<file path="src/rtl/boot_seq_pkg.sv">
// Shared system header for the boot sequencer: default address widths,
// FSM encoding, CPU status payload and the ROM-to-SRAM placement helpers.
package boot_seq_pkg;

   localparam int unsigned DATA_W_DEF         = 32;
   localparam int unsigned SRAM_ADDR_W_DEF    = 15;
   localparam int unsigned BOOTROM_ADDR_W_DEF = 12;
   localparam int unsigned RST_CYCLES_DEF     = 16;

   typedef enum logic [1:0] {
      COPY_RD  = 2'd0,
      COPY_WR  = 2'd1,
      RUN      = 2'd2,
      RST_HOLD = 2'd3
   } state_t;

   // Low bits of the CPU-visible status word
   typedef struct packed {
      logic busy;
      logic boot;
   } status_t;

   // Number of 32-bit words in the boot ROM
   function automatic int unsigned n_words(input int unsigned rom_addr_w);
      return 32'd1 << (rom_addr_w - 32'd2);
   endfunction

   // Word offset placing the ROM image at the top of SRAM
   function automatic int unsigned ofs_words(input int unsigned sram_addr_w,
                                             input int unsigned rom_addr_w);
      return (32'd1 << (sram_addr_w - 32'd2)) - n_words(rom_addr_w);
   endfunction

endpackage

</file>
<file path="src/rtl/boot_seq.sv">
// Boot sequencer: copies the boot ROM into the top of SRAM while holding the
// CPU in reset, then releases it; the CPU can request a reboot or re-reset.
module boot_seq
   import boot_seq_pkg::*;
#(
   parameter int unsigned DATA_W         = DATA_W_DEF,
   parameter int unsigned SRAM_ADDR_W    = SRAM_ADDR_W_DEF,
   parameter int unsigned BOOTROM_ADDR_W = BOOTROM_ADDR_W_DEF,
   parameter int unsigned RST_CYCLES     = RST_CYCLES_DEF
) (
   input  logic                      clk,
   input  logic                      rst,

   input  logic                      cpu_valid,
   input  logic [1:0]                cpu_wdata,
   input  logic [DATA_W/8-1:0]       cpu_wstrb,
   output logic [DATA_W-1:0]         cpu_rdata,
   output logic                      cpu_ready,

   output logic                      rom_valid,
   output logic [BOOTROM_ADDR_W-3:0] rom_addr,
   input  logic [DATA_W-1:0]         rom_rdata,
   input  logic                      rom_ready,

   output logic                      sram_valid,
   output logic [SRAM_ADDR_W-3:0]    sram_addr,
   output logic [DATA_W-1:0]         sram_wdata,
   output logic [DATA_W/8-1:0]       sram_wstrb,
   input  logic                      sram_ready,

   output logic                      boot,
   output logic                      cpu_rst
);

   localparam int unsigned ROM_AW  = BOOTROM_ADDR_W - 2;
   localparam int unsigned SRAM_AW = SRAM_ADDR_W - 2;
   localparam int unsigned STRB_W  = DATA_W / 8;
   localparam int unsigned N_WORDS = n_words(BOOTROM_ADDR_W);
   localparam int unsigned OFS     = ofs_words(SRAM_ADDR_W, BOOTROM_ADDR_W);
   localparam int unsigned CNT_W   = $clog2(RST_CYCLES) + 1;

   localparam logic [ROM_AW-1:0]  IDX_LAST = ROM_AW'(N_WORDS - 1);
   localparam logic [CNT_W-1:0]   CNT_LAST = CNT_W'(RST_CYCLES - 1);
   localparam logic [SRAM_AW-1:0] OFS_W    = SRAM_AW'(OFS);

   state_t              state, state_nxt;
   logic [ROM_AW-1:0]   idx, idx_nxt;
   logic [CNT_W-1:0]    cnt, cnt_nxt;
   logic [DATA_W-1:0]   data_nxt;
   logic                boot_nxt;
   logic                cpu_wr;
   status_t             status;

   // Next-state, copy index, hold counter and boot flag
   always_comb begin
      state_nxt   = state;
      idx_nxt     = idx;
      cnt_nxt     = cnt;
      data_nxt    = sram_wdata;
      boot_nxt    = boot;
      cpu_wr      = cpu_valid && (|cpu_wstrb);
      status.busy = (state == COPY_RD) || (state == COPY_WR);
      status.boot = boot;

      case (state)
         COPY_RD: begin
            if (rom_valid && rom_ready) begin
               data_nxt  = rom_rdata;
               state_nxt = COPY_WR;
            end
         end
         COPY_WR: begin
            if (sram_valid && sram_ready) begin
               if (idx == IDX_LAST) begin
                  idx_nxt   = '0;
                  cnt_nxt   = '0;
                  state_nxt = RST_HOLD;
               end else begin
                  idx_nxt   = idx + ROM_AW'(1);
                  state_nxt = COPY_RD;
               end
            end
         end
         RST_HOLD: begin
            if (cnt == CNT_LAST) begin
               state_nxt = RUN;
            end else begin
               cnt_nxt = cnt + CNT_W'(1);
            end
         end
         RUN: begin
            // Bit 1 requests a full reboot; otherwise bit 0 selects boot mode
            if (cpu_wr) begin
               if (cpu_wdata[1]) begin
                  boot_nxt  = 1'b1;
                  idx_nxt   = '0;
                  state_nxt = COPY_RD;
               end else begin
                  boot_nxt  = cpu_wdata[0];
                  cnt_nxt   = '0;
                  state_nxt = RST_HOLD;
               end
            end
         end
         default: begin
            state_nxt = COPY_RD;
            idx_nxt   = '0;
         end
      endcase
   end

   // State register; bus outputs are registered from the next state
   always_ff @(posedge clk) begin
      if (rst) begin
         state      <= COPY_RD;
         idx        <= '0;
         cnt        <= '0;
         boot       <= 1'b1;
         cpu_rst    <= 1'b1;
         rom_valid  <= 1'b0;
         rom_addr   <= '0;
         sram_valid <= 1'b0;
         sram_addr  <= '0;
         sram_wdata <= '0;
         sram_wstrb <= '0;
         cpu_ready  <= 1'b0;
         cpu_rdata  <= '0;
      end else begin
         state      <= state_nxt;
         idx        <= idx_nxt;
         cnt        <= cnt_nxt;
         boot       <= boot_nxt;
         cpu_rst    <= (state_nxt != RUN);
         rom_valid  <= (state_nxt == COPY_RD);
         rom_addr   <= idx_nxt;
         sram_valid <= (state_nxt == COPY_WR);
         sram_addr  <= OFS_W + SRAM_AW'(idx_nxt);
         sram_wdata <= data_nxt;
         sram_wstrb <= {STRB_W{state_nxt == COPY_WR}};
         cpu_ready  <= cpu_valid;
         cpu_rdata  <= cpu_valid ? DATA_W'(status) : '0;
      end
   end

endmodule

</file>
<file path="config.mk">
export PLATFORM = sky130hd
export DESIGN_NAME = boot_seq
export DESIGN_NICKNAME = d
export VERILOG_FILES = /design/src/rtl/boot_seq_pkg.sv /design/src/rtl/boot_seq.sv
export SDC_FILE = /design/constraint.sdc
export NUM_CORES = 1
export LEC_CHECK = 0
export BUFFER_PORTS_ARGS = -buffer_cell sky130_fd_sc_hd__buf_4
export CORE_ASPECT_RATIO = 0.5
export CORE_UTILIZATION = 50
export CTS_CLUSTER_SIZE = 16
export DETAILED_ROUTE_END_ITERATION = 10
export PLACE_DENSITY = 0.95
export SLEW_MARGIN = 20
export SYNTH_ARGS = -nofsm -noshare
export SYNTH_HDL_FRONTEND = slang
export SYNTH_SLANG_ARGS = --single-unit
</file>
<file path="constraint.sdc">
create_clock -name clk -period 3.5 [get_ports clk]
set_input_delay 0 -clock clk [delete_from_list [all_inputs] [get_ports clk]]
set_output_delay 0 -clock clk [all_outputs]
set_load 0.03 [all_outputs]
</file>
==> results by group <==
Run status
  • Status: complete, no violations

Yosys
  • Post-synth EDFFs: 0
  • Top FF cell, synth: dfxtp_1
  • Synthesized flop and latch total: 57
  • Ys async rst share: 0%
  • Cells after synthesis: between 300 and 400
  • Synth Warn #: 0
  • Seq/Total Area, Yosys: 38.9%
  • Mapped Avg Cell Area: 8.22 um^2
  • Netlist Area Pre-Place: slightly below 0.003 mm^2
  • Post-synth cell types: 49

Critical path
  • CP Launch Type: flop
  • CP max stage delay: 0.42 ns
  • Worst-path maximum fanout: 8
  • Largest delay share family, worst path: compound AO/OA/AOI/OAI gates
  • Crit path arrival time: 2.18 ns
  • Critical Path End Type: flop
  • WS Path Type: flop to flop
  • Worst Path Buf+Inv: 0
  • CP max-delay cell: o311ai_0
  • Required time of the critical path: roughly 3.7 ns
  • Crit-path cells: ha_1, and3_1, a41oi_1, o311ai_0, o31ai_1

Placed design
  • DP HPWL: approximately 4800 um
  • Dpl cells: between 500 and 600
  • Pre-CTS setup slack: 1.57 ns
  • Port bufs: 108
  • RePlAce Congestion: ~0.8

Route
  • DR WL/cell: 14.9 um
  • Antenna viol nets, final: 0
  • TritonRoute pass-1 iters: 4
  • Vias: 2967
  • Routed wire length: 8240 um
  • DRC Markers: 0
  • DR vias/cell: 5.37
  • Starting DRC count in detailed routing: 186

Timing
  • Slew margin rel.: ~58%
  • Hold Fails Final Rpt: 0
  • Crit share post-route: 57.1%
  • Tmin final: ~2.0 ns
  • WHS: 0.0230 ns
  • Final setup fails: 0
  • RSZ-0062 raised after global routing: no
  • Fin worst setup slack: 1.50 ns
  • Clock skew: 0.00476 ns
  • Worst-Margin Slew: 0.628 ns
  • Fmax: 500 MHz
  • Post-route setup TNS: 0 ns
  • Final Max Tran Viols: 0

Hold path
  • Worst Hold Launch: cpu_wdata[1]
  • Hold WC Path Type: input port to flop

Layout
  • Post-Layout Cell Count: 553
  • Syn-to-layout area delta: 42.3%
  • Commonest cells after routing, fill and taps aside: buf_4, nand2_1, dfxtp_1, a21oi_1, dlygate4sd3_1
  • N_diodes: 0
  • Commonest non-fill, non-tap cell in the layout: buf_4
  • Layout fillers: 395
  • Final Net Count: 525
  • Share of layout cells above drive strength 1: between 20% and 30%

GRT
  • Vias in the first global route: between 2000 and 3000
  • Maximum number of pins on one net before global-route repair: 50
  • Antenna violations before repair: 0
  • Remaining Overflow, GRT: 0
  • First-pass GRT wire length: 12800 um
  • GRT Resource Usage Total: 27.2%

Clock tree
  • Clock root buffer: clkbuf_16
  • H-tree Lvls: 3
  • Hold-fix buffers, CTS: 33
  • Sink Count: 57
  • Clk Latency, worst-skew pair: 0.32 ns
  • PostCTS Resize Cnt: 0
  • CTS clk-pin slew, worst paths: ~0.050 ns
  • TritonCTS buffer count: 9
  • TritonCTS clock tree: built
  • Postcts setup bufs: 0
  • Clock tree buffer depth: 2

Die
  • Core outline area: between 0.005 and 0.006 mm^2
  • Die ar.: 0.00620 mm^2
  • Die width: around 110 um
  • # rows: 19
  • Initial core utilization: 52.7%
  • Height of the die: 56.2 um
  • Ports: 139

Power and ir drop
  • Leakage: 1.81 nW
  • PD cells: 649 mW/mm^2
  • Peak supply drop: 0.348 mV

Run
  • Max_cap viols: 0
-- power breakdown --
| part | internal, mW | switching (mW) | total, mW | leakage, nW |
|---|---|---|---|---|
| clock | 0.713 | 0.297 | 1.01 | 0.166 |
| combinational | 0.326 | 0.598 | 0.924 | 1.18 |
| sequential | 0.724 | 0.0538 | 0.778 | 0.463 |
| total | 1.76 | 0.948 | 2.71 | 1.81 |
-- cell type report --
cell class | count | area [um^2] | share of cell area, %
multi-input cells | 254 | 1400 | 33.6
well taps | 73 | 91.3 | 2.19
clock inverters | 5 | 103 | 2.46
flip-flops and latches | 57 | 1140 | 27.3
clock buffers | 11 | 243 | 5.81
inverters | 10 | 37.5 | 0.899
repair buffers | 143 | 1160 | 27.7
-- worst register-to-register path, delay by kind of cell (launching register included) --
family	cells	cell delay, ns
AO/OA/AOI/OAI	3	0.90
flip-flops	1	0.41
AND/OR/NAND/NOR	1	0.33
adder cells (fa/ha/maj)	1	0.24
-- path summary, 6_finish.rpt --
check / slack [ns] / to / cells past startpoint
min: 0.02 / boot$_SDFFE_PP1P_ / 3
max reg2reg: 1.50 / cnt[1]$_SDFFE_PP0P_ / 5
max: 1.50 / cnt[1]$_SDFFE_PP0P_ / 5
min reg2reg: 0.45 / sram_wdata[12]$_SDFFE_PP0P_ / 2
-- kinds of logic (layout without fill, tap and decap cells) --
kind of cell / after synthesis / in the layout / synth area share, %
AO/OA/AOI/OAI: 82 / 82 / 18.9
adder cells (fa/ha/maj): 7 / 7 / 2.98
buffers and inverters: 75 / 169 / 17.0
flip-flops: 57 / 57 / 38.9
multiplexers: 1 / 1 / 0.341
other: 1 / 30 / 0.128
AND/OR/NAND/NOR: 134 / 134 / 21.8
-- per-layer routing --
metal	part of all wire, %	global-route usage, %
met1	39	30.5
met3	7.7	6.44
met2	50	47.2
met4	3.2	15.0
met5	0	0
-- synthesized netlist by cell type (3+ instances only) --
master | number | share of area [%]
and2_1 | 7 | 1.5
and4_1 | 4 | 1.2
a31oi_1 | 5 | 1.1
o41ai_1 | 3 | 0.90
nand2_1 | 78 | 10
nor2b_1 | 3 | 0.64
and3_1 | 6 | 1.3
nand4_1 | 9 | 1.9
o31ai_1 | 4 | 1.0
buf_4 | 47 | 12
ha_1 | 7 | 3.0
a41oi_1 | 4 | 1.2
clkbuf_1 | 13 | 1.7
nor2_1 | 10 | 1.3
buf_6 | 3 | 1.2
nand3_1 | 5 | 0.85
o21ai_0 | 5 | 0.85
inv_1 | 10 | 1.3
dfxtp_1 | 57 | 39
a21oi_1 | 42 | 7.2
o311ai_0 | 3 | 0.90
-- through the flow --
step	util (%)	cell area, um^2	total power [mW]
floorplan	-	3040	1.44
global placement	62.9	3500	1.63
detailed placement	62.9	3500	1.65
CTS	75.1	4180	2.70
global route	75.1	4180	2.82
finish	75.1	4180	2.71
No activity file was read; power rests on OpenSTA's default activity.
